$ cat config.mk
export PLATFORM = sky130hd
export DESIGN_NAME = joypad_input_cond
export DESIGN_NICKNAME = d
export VERILOG_FILES = /design/src/rtl/joypad_input_cond.sv
export SDC_FILE = /design/constraint.sdc
export NUM_CORES = 1
export LEC_CHECK = 0
export BUFFER_PORTS_ARGS = -buffer_cell sky130_fd_sc_hd__buf_4
export CAP_MARGIN = 5
export CORE_ASPECT_RATIO = 0.8
export CORE_MARGIN = 4
export CORE_UTILIZATION = 50
export DETAILED_ROUTE_END_ITERATION = 6
export GPL_ROUTABILITY_DRIVEN = 1
export PLACE_DENSITY = 0.67
export SYNTH_ARGS = -nofsm -noshare
export SYNTH_HDL_FRONTEND = slang
export SYNTH_SLANG_ARGS = --single-unit
$ cat constraint.sdc
create_clock -name pclk -period 2.7 [get_ports pclk]
set_input_delay 0.27 -clock pclk [delete_from_list [all_inputs] [get_ports pclk]]
set_output_delay 0.27 -clock pclk [all_outputs]
set_load 0.02 [all_outputs]
$ cat src/rtl/joypad_input_cond.sv
// joypad_input_cond: button conditioning bank for the joypad matrix.
// Each raw button is synchronised and debounced on a prescaled tick.
// The block also produces press/release pulses, gates all channels from
// the menu, and resolves opposing D-pad directions (SOCD) on btn_out.
// D-pad bit order is {down, up, left, right} on bits [3:0].
module joypad_input_cond #(
  parameter int NUM_BTN   = 8,
  parameter int DEBOUNCE  = 14,
  parameter int CNT_W     = 4,
  parameter int TICK_DIV  = 1,
  parameter int SOCD_MODE = 0
) (
  input  logic               pclk,
  input  logic               reset_n,
  input  logic [NUM_BTN-1:0] btn_raw,
  input  logic               btn_enable,
  output logic [NUM_BTN-1:0] btn_state,
  output logic [NUM_BTN-1:0] btn_press,
  output logic [NUM_BTN-1:0] btn_release,
  output logic               any_press,
  output logic [NUM_BTN-1:0] btn_out
);

  localparam int                TICK_W    = 16;
  localparam logic [TICK_W-1:0] TICK_LAST = TICK_W'(TICK_DIV - 1);
  localparam logic [CNT_W-1:0]  CNT_LAST  = CNT_W'(DEBOUNCE - 1);
  localparam logic [CNT_W-1:0]  CNT_ZERO  = CNT_W'(32'd0);
  localparam logic [CNT_W-1:0]  CNT_ONE   = CNT_W'(32'd1);

  // Resolve one opposing pair {member b, member a} according to SOCD_MODE.
  // last: 2'b01 = a pressed most recently, 2'b10 = b, anything else = no
  // single winner (both pressed together), which yields neutral.
  function automatic logic [1:0] socd_pair(input logic [1:0] st, input logic [1:0] last);
    logic [1:0] res;
    case (SOCD_MODE)
      32'd0: begin
        if (st == 2'b11) res = 2'b00;
        else             res = st;
      end
      32'd1: begin
        if (st == 2'b11) begin
          if (last == 2'b01 || last == 2'b10) res = last;
          else                                res = 2'b00;
        end else begin
          res = st;
        end
      end
      default: res = st;
    endcase
    return res;
  endfunction

  // Most-recent-press tracker for one pair; a simultaneous press stores 2'b11.
  function automatic logic [1:0] last_next(input logic [1:0] last, input logic [1:0] pr);
    logic [1:0] res;
    if (pr != 2'b00) res = pr;
    else             res = last;
    return res;
  endfunction

  logic [NUM_BTN-1:0] sync1_r, sync2_r;
  logic [TICK_W-1:0]  tick_cnt_r;
  logic               tick_s;
  logic [CNT_W-1:0]   cnt_r [NUM_BTN];
  logic [CNT_W-1:0]   cnt_s [NUM_BTN];
  logic [NUM_BTN-1:0] state_r, state_s;
  logic [NUM_BTN-1:0] press_r, press_s;
  logic [NUM_BTN-1:0] release_r, release_s;
  logic               any_press_r;
  logic [1:0]         last_lr_r, last_lr_s;
  logic [1:0]         last_ud_r, last_ud_s;
  logic [NUM_BTN-1:0] out_r, out_s;

  assign btn_state   = state_r;
  assign btn_press   = press_r;
  assign btn_release = release_r;
  assign any_press   = any_press_r;
  assign btn_out     = out_r;
  assign tick_s      = (tick_cnt_r == TICK_LAST);

  // Two-flop synchroniser for the asynchronous button pins.
  always_ff @(posedge pclk or negedge reset_n) begin
    if (!reset_n) begin
      sync1_r <= {NUM_BTN{1'b0}};
      sync2_r <= {NUM_BTN{1'b0}};
    end else begin
      sync1_r <= btn_raw;
      sync2_r <= sync1_r;
    end
  end

  // Sample-tick prescaler: counts 0..TICK_DIV-1 and wraps.
  always_ff @(posedge pclk or negedge reset_n) begin
    if (!reset_n) begin
      tick_cnt_r <= {TICK_W{1'b0}};
    end else if (tick_s) begin
      tick_cnt_r <= {TICK_W{1'b0}};
    end else begin
      tick_cnt_r <= tick_cnt_r + TICK_W'(32'd1);
    end
  end

  // Debounce next state: the gate overrides everything, otherwise counters advance only on tick.
  always_comb begin
    state_s   = state_r;
    press_s   = {NUM_BTN{1'b0}};
    release_s = {NUM_BTN{1'b0}};
    for (int i = 0; i < NUM_BTN; i++) begin
      cnt_s[i] = cnt_r[i];
      if (!btn_enable) begin
        // Gate closes: every pressed channel releases at once, nothing presses.
        state_s[i]   = 1'b0;
        cnt_s[i]     = CNT_ZERO;
        release_s[i] = state_r[i];
      end else if (tick_s) begin
        if (sync2_r[i] == state_r[i]) begin
          // Any agreeing sample restarts the window.
          cnt_s[i] = CNT_ZERO;
        end else if (cnt_r[i] == CNT_LAST) begin
          state_s[i]   = sync2_r[i];
          cnt_s[i]     = CNT_ZERO;
          press_s[i]   = sync2_r[i];
          release_s[i] = ~sync2_r[i];
        end else begin
          cnt_s[i] = cnt_r[i] + CNT_ONE;
        end
      end else begin
        cnt_s[i] = cnt_r[i];
      end
    end
  end

  // Debounce registers; pulses are registered alongside the new state.
  always_ff @(posedge pclk or negedge reset_n) begin
    if (!reset_n) begin
      state_r     <= {NUM_BTN{1'b0}};
      press_r     <= {NUM_BTN{1'b0}};
      release_r   <= {NUM_BTN{1'b0}};
      any_press_r <= 1'b0;
      for (int i = 0; i < NUM_BTN; i++) begin
        cnt_r[i] <= CNT_ZERO;
      end
    end else begin
      state_r     <= state_s;
      press_r     <= press_s;
      release_r   <= release_s;
      any_press_r <= |press_s;
      for (int i = 0; i < NUM_BTN; i++) begin
        cnt_r[i] <= cnt_s[i];
      end
    end
  end

  // SOCD next state: update last-pressed flags from this cycle's pulses, then resolve pairs.
  always_comb begin
    last_lr_s  = last_next(last_lr_r, press_r[1:0]);
    last_ud_s  = last_next(last_ud_r, press_r[3:2]);
    out_s      = state_r;
    out_s[1:0] = socd_pair(state_r[1:0], last_lr_s);
    out_s[3:2] = socd_pair(state_r[3:2], last_ud_s);
  end

  // SOCD registers: btn_out trails btn_state by one cycle.
  always_ff @(posedge pclk or negedge reset_n) begin
    if (!reset_n) begin
      last_lr_r <= 2'b00;
      last_ud_r <= 2'b00;
      out_r     <= {NUM_BTN{1'b0}};
    end else begin
      last_lr_r <= last_lr_s;
      last_ud_r <= last_ud_s;
      out_r     <= out_s;
    end
  end

endmodule
# Yosys cells after proc, flatten, opt, wreduce, memory -nomap -nowiden
# Cells that the tools add are included.
[word_totals]
regBits = 97
[classes]
addsub = 9
n_eq_ne = 35
mux = 131
bitwise = 8
n_reduce_logical = 10
[ops]
columns = ["operator", "count"]
rows = [
  ["$mux 4", 32],
  ["$mux 1", 96],
  ["$add 4x1->4 const B", 8],
  ["$eq 4x4->1 const B", 8],
  ["$reduce_and 3->1", 8],
  ["$ne 2x1->1 const B", 9],
  ["$add 16x1->16 const B", 1],
  ["$logic_not 16->1", 1],
  ["$mux 16", 1],
  ["$ne 2x2->1 const B", 8],
  ["$eq 1x1->1", 8],
  ["$not 1->1", 8],
  ["$reduce_or 8->1", 1],
  ["$eq 2x2->1 const B", 2],
  ["$mux 2", 2],
]

# Longest topological paths before layout
# Gate-level depths: netlist (run 1).
[logic_depth]
depth_word = 6
depth_mapped = 8

# Least setup slack after synthesis (run 1)
# Ideal clock, no wire load.
[synth_path]
path_kind = "register -> register"
startpoint = "register tick_cnt_r[0]"
endpoint = "register state_r[6], in the netlist btn_state[6]"
arrival_ns = 1.586
required_ns = 2.569
slack_ns = 0.983
path_stages_with_launch = 9
synth_period_minus_slack_ns = 1.717
path_cell_list = "dfrtp_1 -> inv_1 -> ha_1 -> nor4b_4 -> nand4_4 -> buf_6 -> clkbuf_1 -> o211ai_1 -> o31ai_1"
[synth_between]
elab_chain_cells = 3
[synth_lines]
columns = ["item", "line", "source"]
rows = [
  ["start: declaration", "62", "logic [TICK_W-1:0] tick_cnt_r;"],
  ["start signal: assignment", "95", "tick_cnt_r <= {TICK_W{1'b0}};"],
  ["start signal: assignment", "97", "tick_cnt_r <= {TICK_W{1'b0}};"],
  ["start signal: assignment", "99", "tick_cnt_r <= tick_cnt_r + TICK_W'(32'd1);"],
  ["$logic_not 16->1", "79", "assign tick_s = (tick_cnt_r == TICK_LAST);"],
  ["$ne 2x1->1 (no line)", "--", ""],
  ["$reduce_and 3->1 (no line)", "--", ""],
  ["end signal: assignment", "136", "state_r <= {NUM_BTN{1'b0}};"],
  ["end signal: assignment", "144", "state_r <= state_s;"],
  ["end: declaration", "66", "logic [NUM_BTN-1:0] state_r, state_s;"],
]
# Every way passes these cells.
# A chain may end at the register's enable or synchronous reset.

# Worst setup path in the final report (run 1)
[layout_path]
startpoint = "register tick_cnt_r[0]"
endpoint = "register cnt_r[30] (netlist bit)"
[layout_between]
elab_chain_cells = 2
[layout_lines]
columns = ["item", "line", "source"]
rows = [
  ["$logic_not 16->1", "79", ""],
  ["$ne 2x1->1 (no line)", "--", ""],
  ["end signal: indexed assignment", "149", "cnt_r[i] <= cnt_s[i];"],
  ["end: declaration", "64", "logic [CNT_W-1:0] cnt_r [NUM_BTN];"],
]
# Every way passes these cells.

==> out/results.tsv, run 1 <==
metric	value	unit
IO Port Bufs	43	
static leakage	2.494	nW
vias	3115	
met3 track demand over resource	0.04899	
gr usage total	0.1783	
initial antenna violation count	0	
CP Capture Type	flip-flop	
placed inst area	0.004901	sq mm
number of vias per cell	5.553	
final setup vio count	0	
area occupied by registers	0.002427	sq mm
final setup TNS	0	ps
status	finished, final reports clean	
Critical Setup Path Class	flip-flop to flip-flop	
Post-synth top cells	97 x dfrtp_1, 34 x nand2_1, 24 x nand3_1	
most numerous cell in the Yosys netlist	dfrtp_1	
f_max	0.4734	GHz
gr ovfl total	0	
Yosys top cell by area	dfrtp_1	
starting density of the core	0.5201	
post-route cell area	0.005210	sq mm
met1 GRT Util	0.2571	
Yosys top cell area share	0.5405	
DR iter-0 viols	239	
largest net degree at the start of global routing	71	
vias in the first global route	3012	
synthesized area	0.004491	sq mm
Slew @ Worst Pin	636.0	ps
Die X	114.0	um
diodes inserted	0	
drt drc	0	
Slew HR	0.5760	
fraction of layout instances using a drive strength above 1	0.1670	
Synth Area in XOR/XNOR	0.04291	
H-tree levels	3	
Critical Path Source Type	flip-flop	
cts repair resizes	0	
Inst Count DP	544	
ANT nets after route	0	
adder-cell share of the synthesized area	0.05015	
Hold Crit Class	primary input to flip-flop	
top cells by area, synth	dfrtp_1 54%, ha_1 5.0%, nand2_1 2.8%	
compound-cell area share of the yosys netlist	0.1003	
final-report hold violation count	0	
drt total wl	8818	um
P&R area growth vs syn	16.02	%
number of max-cap violations	0	
Finished Layout Cells	561	
row count	30	
Post-CTS Setup Inserts	0	
Clock Path Buffers	2	
gpl congestion	0.7635	
Post-synth EDFFs	0	
maximum VDD drop	350.9	uV
Ports	44	
Synth Instances	404	
footprint of the multi-input gates	0.001904	sq mm
Primary FF master, synth	dfrtp_1	
Worst-path clk slew	70	ps
worst skew pair latency	340	ps
Final min period	2112	ps
clk_skew	7.461	ps
register area share after synthesis	0.5405	
Critical Path RT	2970	ps
number of iterations in the first detailed-routing pass	4	
met2 Use GR	0.2656	
Worst Path Max Fanout	30	
WL/cell	15.72	um
Distinct cells, synth	46	
first-pass GRT wire length	15030	um
worst endpoint data arrival time	2390	ps
setup ws final	587.7	ps
Clock Sinks	97	
die height	92.77	um
core area	0.008633	sq mm
largest family of logic cells by synthesized area	simple AND/OR/NAND/NOR gates	
Final Cycle Share	0.7823	
CTS buffer count	9	
CTS tree	built	
post-synth net total	433	
post-synthesis register bit count	97	
Hold Slack	39.94	ps
full die area	0.01057	sq mm
Final HPWL DP	6089	um
post-synthesis async set-or-reset flop share	1.000	
CTS Root Cell	clkbuf_16	
pwr dens	551.4	mW/mm^2
fillcell total	698	
Ys Warns	0	
Top Usage Layer GRT	met2	
unrepaired setup endpoints after global routing	no	
pre-CTS setup slack	593.2	ps
fin. max-slew vios	0	
synthesized-area fraction occupied by and/or/nand/nor cells	0.2232	
mux contribution to synthesized area	0.007523	
Layout Nets	473	
syn avg cell area	11.12	sq um
## kinds of logic after synthesis
logic type | Yosys count
buffers and inverters | 33
multiplexers | 3
XOR/XNOR | 22
flip-flops | 97
AND/OR/NAND/NOR | 171
adder cells (fa/ha/maj) | 18
AO/OA/AOI/OAI | 60
## cells in the final DEF (no fill, tap or decap), types with 9 or more instances in the layout
cell type / netlist / final
o31ai_1: 17 / 17
nor2b_1: 14 / 14
and2_1: 14 / 14
buf_4: 4 / 49
nand3_1: 24 / 24
clkbuf_16: 0 / 9
and3_1: 9 / 9
xor2_1: 14 / 14
dfrtp_1: 97 / 97
nor3_1: 12 / 12
ha_1: 18 / 18
inv_1: 11 / 11
nor2_1: 15 / 15
or3_1: 13 / 13
nand2_1: 34 / 34
## timing repair
action,CTS,global route
hold buffers,1,0
endpoints found under the setup margin,0,0
endpoints found under the hold margin,40,0
## registers in the layout, summed over array words and instances, names as in the netlist, 8 cells and up
signal,count
cnt_r,32
btn_state,8
sync2_r,8
btn_out,8
btn_press,8
tick_cnt_r,16
btn_release,8
sync1_r,8
## worst max-delay path, cell delays in order (launching register included)
cell	delay, ps
dfrtp_1	410
inv_1	70
ha_1	150
nor4b_4	270
nand4_4	410
buf_4	320
nor4_1	260
a311o_1	140
## path summary, 6_finish.rpt
path / startpoint / end / slack, ps / depth (start not counted)
max: tick_cnt_r[0]$_DFF_PN0_ / cnt_r[30]$_DFFE_PN0P_ / 590 / 7
min: btn_raw[7] / sync1_r[7]$_DFF_PN0_ / 40 / 1
max reg2reg: tick_cnt_r[0]$_DFF_PN0_ / cnt_r[30]$_DFFE_PN0P_ / 590 / 7
min reg2reg: sync1_r[1]$_DFF_PN0_ / sync2_r[1]$_DFF_PN0_ / 340 / 0
max in group asynchronous: reset_n / tick_cnt_r[15]$_DFF_PN0_ / 1590 / 3
min in group asynchronous: reset_n / btn_out[0]$_DFF_PN0_ / 460 / 2
## routing by layer
metal | share of wire | wire length (um) | up-vias
met4 | 0.0081 | 71 | 0
met1 | 0.50 | 4445 | 1520
met3 | 0.058 | 510 | 6
met5 | 0 | 0 | -
met2 | 0.43 | 3790 | 73
li1 | - | - | 1516
## through the flow
| stage | util | power [mW] |
|---|---|---|
| after floorplan | - | 1.579 |
| after global placement | 0.5677 | 1.639 |
| after detailed placement | 0.5677 | 1.641 |
| after CTS | 0.6035 | 2.916 |
| after global routing | 0.6035 | 2.992 |
| final | 0.6035 | 2.873 |
## final cells by class
type / count / area share
flip-flops and latches: 97 / 0.4659
clock buffers: 12 / 0.04731
repair buffers: 51 / 0.07637
multi-input cells: 274 / 0.3655
well taps: 112 / 0.02690
clock inverters: 4 / 0.01009
inverters: 11 / 0.007925
## power by group
| group | internal [mW] | leakage (nW) | total, mW | switching [mW] |
|---|---|---|---|---|
| combinational | 0.0414 | 1.05 | 0.115 | 0.0739 |
| clock | 0.744 | 0.135 | 1.26 | 0.516 |
| sequential | 1.48 | 1.31 | 1.50 | 0.0221 |
| total | 2.26 | 2.49 | 2.87 | 0.612 |
Note: power is estimated with default switching activity, not from simulation.
==> run 2, diff against run 1 <==
--- a/config.mk
+++ b/config.mk
@@ -5,6 +5,7 @@
 export SDC_FILE = /design/constraint.sdc
 export NUM_CORES = 1
 export LEC_CHECK = 0
+export ABC_AREA = 1
 export BUFFER_PORTS_ARGS = -buffer_cell sky130_fd_sc_hd__buf_4
 export CAP_MARGIN = 5
 export CORE_ASPECT_RATIO = 0.8
@@ -12,7 +13,7 @@
 export CORE_UTILIZATION = 50
 export DETAILED_ROUTE_END_ITERATION = 6
 export GPL_ROUTABILITY_DRIVEN = 1
-export PLACE_DENSITY = 0.67
+export PLACE_DENSITY = 0.7
 export SYNTH_ARGS = -nofsm -noshare
 export SYNTH_HDL_FRONTEND = slang
 export SYNTH_SLANG_ARGS = --single-unit
==> constraint.sdc (replaced) <==
create_clock -name pclk -period 1.8 [get_ports pclk]
set_input_delay 0.18 -clock pclk [delete_from_list [all_inputs] [get_ports pclk]]
set_output_delay 0.18 -clock pclk [all_outputs]
set_load 0.02 [all_outputs]
==> run 2 against run 1 <==
Effect of this change: cell area increased by 4.3%; sequential power increased by 55%; clock power increased by 48%; synthesized cell count increased by 22%; synthesized area increased by 1.5%; critical path type unchanged; critical endpoint is now btn_state[0]$_DFFE_PN0P_.
==> out/results.tsv, run 2 <==
metric	value	unit
pwr dens	845.1	mW/mm^2
vias	3313	
static leakage	2.977	nW
Worst Path Max Fanout	12	
clk_skew	5.840	ps
final setup TNS	0	ps
HP Start	btn_enable	
Synth Instances	493	
fin. max-slew vios	0	
CP max stage delay	410	ps
Post-CTS Setup Inserts	0	
worst skew pair latency	340	ps
DR iter-0 viols	138	
Slew HR	0.7438	
core area	0.008671	sq mm
Hold Crit Class	primary input to flip-flop	
Post-synth top cells	105 x nand2_1, 97 x dfrtp_1, 61 x inv_1	
top cells by area, synth	dfrtp_1 53%, nand2_1 8.6%, nand3_1 5.5%	
synthesized-area fraction occupied by and/or/nand/nor cells	0.2295	
Top delay family on crit path	simple AND/OR/NAND/NOR gates	
P&R area growth vs syn	19.19	%
Yosys top cell by area	dfrtp_1	
setup ws final	107.1	ps
R2R Path End	btn_state[0]$_DFFE_PN0P_	
number of vias per cell	4.945	
first-pass GRT wire length	15010	um
full die area	0.01071	sq mm
ANT nets after route	0	
final-report hold violation count	0	
die height	93.39	um
gr ovfl total	0	
Clock Sinks	97	
Worst-path clk slew	70	ps
r2r startpoint	tick_cnt_r[0]$_DFF_PN0_	
gpl congestion	0.8274	
critical path's most frequent cell	nand2_1	
crit-path cells	inv_1, ha_1, inv_1, nor2_1, nand2_1, nor2_4, nand2_4, nand2_8, buf_4, nand2_1, nand2_1, o21ai_1	
drt total wl	8682	um
CTS tree	built	
max FFs per register	32	
initial antenna violation count	0	
diodes inserted	0	
number of iterations in the first detailed-routing pass	4	
fraction of layout instances using a drive strength above 1	0.1541	
Yosys top cell area share	0.5327	
most frequent cells in the layout	105 x nand2_1, 97 x dfrtp_1, 61 x inv_1	
compound-cell area share of the yosys netlist	0.02965	
vias in the first global route	3260	
pre-CTS setup slack	85.96	ps
post-synthesis async set-or-reset flop share	1.000	
Top reg by flops	cnt_r	
CTS buffer count	9	
Final min period	1693	ps
biggest regs	cnt_r x32, tick_cnt_r x16	
row count	30	
largest net degree at the start of global routing	51	
H-tree levels	3	
Synth Area in XOR/XNOR	0.06343	
commonest non-fill, non-tap cell in the layout	nand2_1	
f_max	0.5907	GHz
drt drc	0	
Finished Layout Cells	670	
Clock Path Buffers	2	
CP Buf/Inv Count	3	
final setup vio count	0	
mux contribution to synthesized area	0.01538	
adder-cell share of the synthesized area	0.04942	
number of max-cap violations	0	
placed inst area	0.005005	sq mm
Worst Reg2Reg Path Length in Cells	12	
starting density of the core	0.5255	
Critical Path Source Type	flip-flop	
worst endpoint data arrival time	1910	ps
syn avg cell area	9.243	sq um
Primary FF master, synth	dfrtp_1	
WL/cell	12.96	um
fillcell total	714	
post-synth net total	522	
Distinct cells, synth	27	
Tot Pwr	4.590	mW
Ys Warns	0	
Slew @ Worst Pin	381.5	ps
CTS Root Cell	clkbuf_16	
Inst Count DP	644	
maximum VDD drop	636.9	uV
status	finished, final reports clean	
register area share after synthesis	0.5327	
Final Cycle Share	0.9405	
Critical Setup Path Class	flip-flop to flip-flop	
unrepaired setup endpoints after global routing	yes	
Post-synth EDFFs	0	
Critical Path RT	2020	ps
post-route cell area	0.005431	sq mm
Worst Hold Depth	3	
gr usage total	0.1773	
Crit-path slowest cell	dfrtp_1	
Layout Nets	582	
Die X	114.7	um
post-synthesis register bit count	97	
Hold Crit Endpoint	cnt_r[19]$_DFFE_PN0P_	
largest family of logic cells by synthesized area	simple AND/OR/NAND/NOR gates	
CP Capture Type	flip-flop	
most numerous cell in the Yosys netlist	nand2_1	
slack of the worst reg-to-reg path	110	ps
Ports	44	
IO Port Bufs	43	
synthesized area	0.004557	sq mm
Final HPWL DP	6183	um
==> run 2: cell types whose count changed after synthesis, moves of 9 or more <==
cell / change
clkbuf_1: -10
and2_1: -14
inv_1: +50
o31ai_1: -17
and3_1: -9
nand3_1: +26
nor2_1: +36
nor2b_1: -14
or3_1: -13
nand2_1: +71
==> run 2: layout make-up <==
class	instances	area [sq um]	share of cell area
Sequential cell	97	2427	0.4469
Timing Repair Buffer	63	550.5	0.1014
Inverter	63	237.7	0.04377
Clock buffer	9	225.2	0.04147
Tap cell	112	140.1	0.02580
Multi-Input combinational cell	319	1779	0.3276
Clock inverter	7	71.32	0.01313
==> run 2: layer usage <==
layer | global-route usage | vias up | wire [um]
met4 | 0.06354 | 0 | 125
met3 | 0.04334 | 12 | 480
met5 | 0 | - | 0
li1 | - | 1670 | -
met2 | 0.2829 | 81 | 4181
met1 | 0.2359 | 1550 | 3894
==> run 2: worst min-delay path, stage by stage <==
cell and delay (ps):
buf_4 200, nand3_1 110, nand2_1 50
==> run 2: logic make-up after synthesis <==
kind of cell / Yosys count
AND/OR/NAND/NOR: 236
flip-flops: 97
buffers and inverters: 77
XOR/XNOR: 33
AO/OA/AOI/OAI: 25
adder cells (fa/ha/maj): 18
multiplexers: 7
==> run 2: worst max-delay path by stage <==
| stage | start | to | slack, ps | cells after the start |
|---|---|---|---|---|
| final | tick_cnt_r[0]$_DFF_PN0_ | btn_state[0]$_DFFE_PN0P_ | 110 | 12 |
| after global routing | tick_cnt_r[0]$_DFF_PN0_ | btn_state[3]$_DFFE_PN0P_ | -40 | 12 |
| after CTS | tick_cnt_r[0]$_DFF_PN0_ | btn_state[3]$_DFFE_PN0P_ | 70 | 12 |
| after detailed placement | tick_cnt_r[0]$_DFF_PN0_ | btn_state[3]$_DFFE_PN0P_ | 90 | 12 |
| after global placement | tick_cnt_r[0]$_DFF_PN0_ | btn_release[1]$_DFF_PN0_ | 150 | 11 |
| after floorplan | tick_cnt_r[0]$_DFF_PN0_ | btn_state[3]$_DFFE_PN0P_ | 260 | 12 |
==> run 2: timing repair <==
item,4_1_cts,5_1_grt
resized for setup,0,3
hold endpoints to repair,31,0
hold buffers,9,0
setup endpoints to repair,0,18
==> run 2: metrics by stage <==
step	util	hold WS, ps
global placement	0.5772	100.7
global route	0.6264	240.8
floorplan	-	-115.6
detailed placement	0.5772	103.4
CTS	0.6218	227.3
finish	0.6264	237.4
==> run 2: power by group <==
| group | switching [mW] | leakage (nW) | internal [mW] | total, mW |
|---|---|---|---|---|
| clock | 0.801 | 0.137 | 1.07 | 1.87 |
| sequential | 0.0673 | 1.29 | 2.26 | 2.33 |
| combinational | 0.229 | 1.55 | 0.161 | 0.390 |
| total | 1.10 | 2.98 | 3.49 | 4.59 |
==> run 3, diff against run 2 <==
--- a/config.mk
+++ b/config.mk
@@ -13,7 +13,7 @@
 export CORE_UTILIZATION = 50
 export DETAILED_ROUTE_END_ITERATION = 6
 export GPL_ROUTABILITY_DRIVEN = 1
-export PLACE_DENSITY = 0.7
+export PLACE_DENSITY = 0.67
 export SYNTH_ARGS = -nofsm -noshare
 export SYNTH_HDL_FRONTEND = slang
 export SYNTH_SLANG_ARGS = --single-unit
==> constraint.sdc (replaced) <==
create_clock -name pclk -period 2.1 [get_ports pclk]
set_input_delay 0.21 -clock pclk [delete_from_list [all_inputs] [get_ports pclk]]
set_output_delay 0.21 -clock pclk [all_outputs]
set_load 0.02 [all_outputs]
==> run 3 against run 2 <==
Effect of this change: worst setup slack better by 80 ps; register-to-register slack better by 80 ps; cell area shrank 0.53%.
==> out/results.tsv, run 3 (synthesis gave the netlist of run 2 again) <==
metric	value	unit
Worst-path clk slew	60	ps
setup ws final	186.6	ps
starting density of the core	0.5255	
pwr dens	760.5	mW/mm^2
Top Metal Used	met4	
final setup vio count	0	
CP Buf/Inv Count	3	
largest net degree at the start of global routing	51	
crit-path cells	inv_1, ha_1, inv_1, nor2_1, nand2_1, nor2_4, nand2_4, nand2_4, buf_4, nand2_1, nand2_1, o21ai_1	
initial antenna violation count	0	
CTS buffer count	9	
unrepaired setup endpoints after global routing	no	
clk_skew	8.142	ps
max FFs per register	32	
full die area	0.01071	sq mm
core area	0.008671	sq mm
CTS tree	built	
IO Port Bufs	43	
fillcell total	724	
ANT nets after route	0	
cts repair resizes	0	
most frequent cells in the layout	105 x nand2_1, 97 x dfrtp_1, 61 x inv_1	
number of vias per cell	4.937	
die height	93.39	um
Finished Layout Cells	665	
first-pass GRT wire length	14520	um
number of iterations in the first detailed-routing pass	4	
final-report hold violation count	0	
vias in the first global route	3166	
fin. max-slew vios	0	
biggest regs	cnt_r x32, tick_cnt_r x16	
commonest non-fill, non-tap cell in the layout	nand2_1	
Clock Sinks	97	
Inst Count DP	641	
Top delay family on crit path	simple AND/OR/NAND/NOR gates	
status	finished, final reports clean	
final setup TNS	0	ps
wl on met1	4153	um
HP Start	btn_enable	
placed inst area	0.004982	sq mm
Critical Setup Path Class	flip-flop to flip-flop	
Final HPWL DP	5892	um
Critical Path Source Type	flip-flop	
Worst Path Max Fanout	21	
Final Cycle Share	0.9111	
row count	30	
Crit-path slowest cell	dfrtp_1	
WL/cell	12.85	um
Layout Nets	578	
critical path's most frequent cell	nand2_1	
Slew @ Worst Pin	683.6	ps
Top reg by flops	cnt_r	
DR WL met3	368	um
drt total wl	8543	um
P&R area growth vs syn	18.56	%
CTS Root Cell	clkbuf_16	
worst endpoint data arrival time	2140	ps
Slew HR	0.5443	
f_max	0.5226	GHz
gr ovfl total	0	
Hold Crit Class	primary input to flip-flop	
pre-CTS setup slack	215.1	ps
post-route cell area	0.005403	sq mm
fraction of layout instances using a drive strength above 1	0.1429	
CP Capture Type	flip-flop	
Die X	114.7	um
vias	3283	
CP startpoint	tick_cnt_r[0]$_DFF_PN0_	
CP max stage delay	420	ps
worst skew pair latency	340	ps
Ports	44	
static leakage	2.980	nW
gpl congestion	0.8179	
gr usage total	0.1729	
Final min period	1913	ps
H-tree levels	3	
r2r startpoint	tick_cnt_r[0]$_DFF_PN0_	
Post-CTS Setup Inserts	0	
Critical Path RT	2320	ps
WL met2	3892	um
Clock Path Buffers	2	
drt drc	0	
number of max-cap violations	0	
DR iter-0 viols	181	
diodes inserted	0	
maximum VDD drop	551.8	uV
run 3: changes by cell type in the layout (fill, tap and decap cells not counted), sizes merged:
cell and change:
buf -3, bufinv +1, inv +1, clkinv -4, clkbuf +3, clkinvlp -3
run 3: worst min-delay path: stages:
cell and delay (ps):
buf_4 230, nand2_1 110, nor2_1 40
run 3: path summary, 6_finish.rpt:
path	slack, ps	endpoint	cells past startpoint
min	300	btn_state[6]$_DFFE_PN0P_	3
min in group asynchronous	450	btn_release[3]$_DFF_PN0_	2
max	190	btn_state[5]$_DFFE_PN0P_	12
max reg2reg	190	btn_state[5]$_DFFE_PN0P_	12
min reg2reg	350	sync2_r[5]$_DFF_PN0_	0
max in group asynchronous	1040	btn_out[5]$_DFF_PN0_	3
run 3: per-stage QoR:
stage | hold WS, ps | util | power [mW]
after CTS | 280.0 | 0.6231 | 4.171
after detailed placement | 295.2 | 0.5746 | 2.349
after floorplan | -85.59 | - | 2.205
after global placement | 295.2 | 0.5746 | 2.339
final | 296.7 | 0.6231 | 4.109
after global routing | 320.2 | 0.6231 | 4.294
run 3: final cells by class:
| class | count | area, sq um | share of cell area |
|---|---|---|---|
| clock inverters | 2 | 60.06 | 0.01112 |
| well taps | 112 | 140.1 | 0.02594 |
| multi-input cells | 319 | 1765 | 0.3268 |
| repair buffers | 59 | 503.0 | 0.09310 |
| clock buffers | 13 | 270.3 | 0.05002 |
| flip-flops and latches | 97 | 2427 | 0.4493 |
| inverters | 63 | 236.5 | 0.04377 |
run 3: repair_timing:
item / 4_1_cts / 5_1_grt
endpoints found under the hold margin: 55 / 0
endpoints found under the setup margin: 0 / 0
hold buffers: 9 / 0
run 3: report_power, final:
| part | leakage, nW | internal [mW] | total, mW | switching (mW) |
|---|---|---|---|---|
| combinational | 1.53 | 0.137 | 0.333 | 0.196 |
| sequential | 1.29 | 1.94 | 1.99 | 0.0556 |
| clock | 0.162 | 1.13 | 1.78 | 0.649 |
run 3: metal layers:
| layer | track usage | vias to the layer above |
|---|---|---|
| li1 | - | 1666 |
| met1 | 0.2313 | 1547 |
| met2 | 0.2786 | 57 |
| met3 | 0.04334 | 13 |
| met4 | 0.05279 | 0 |
| met5 | 0 | - |
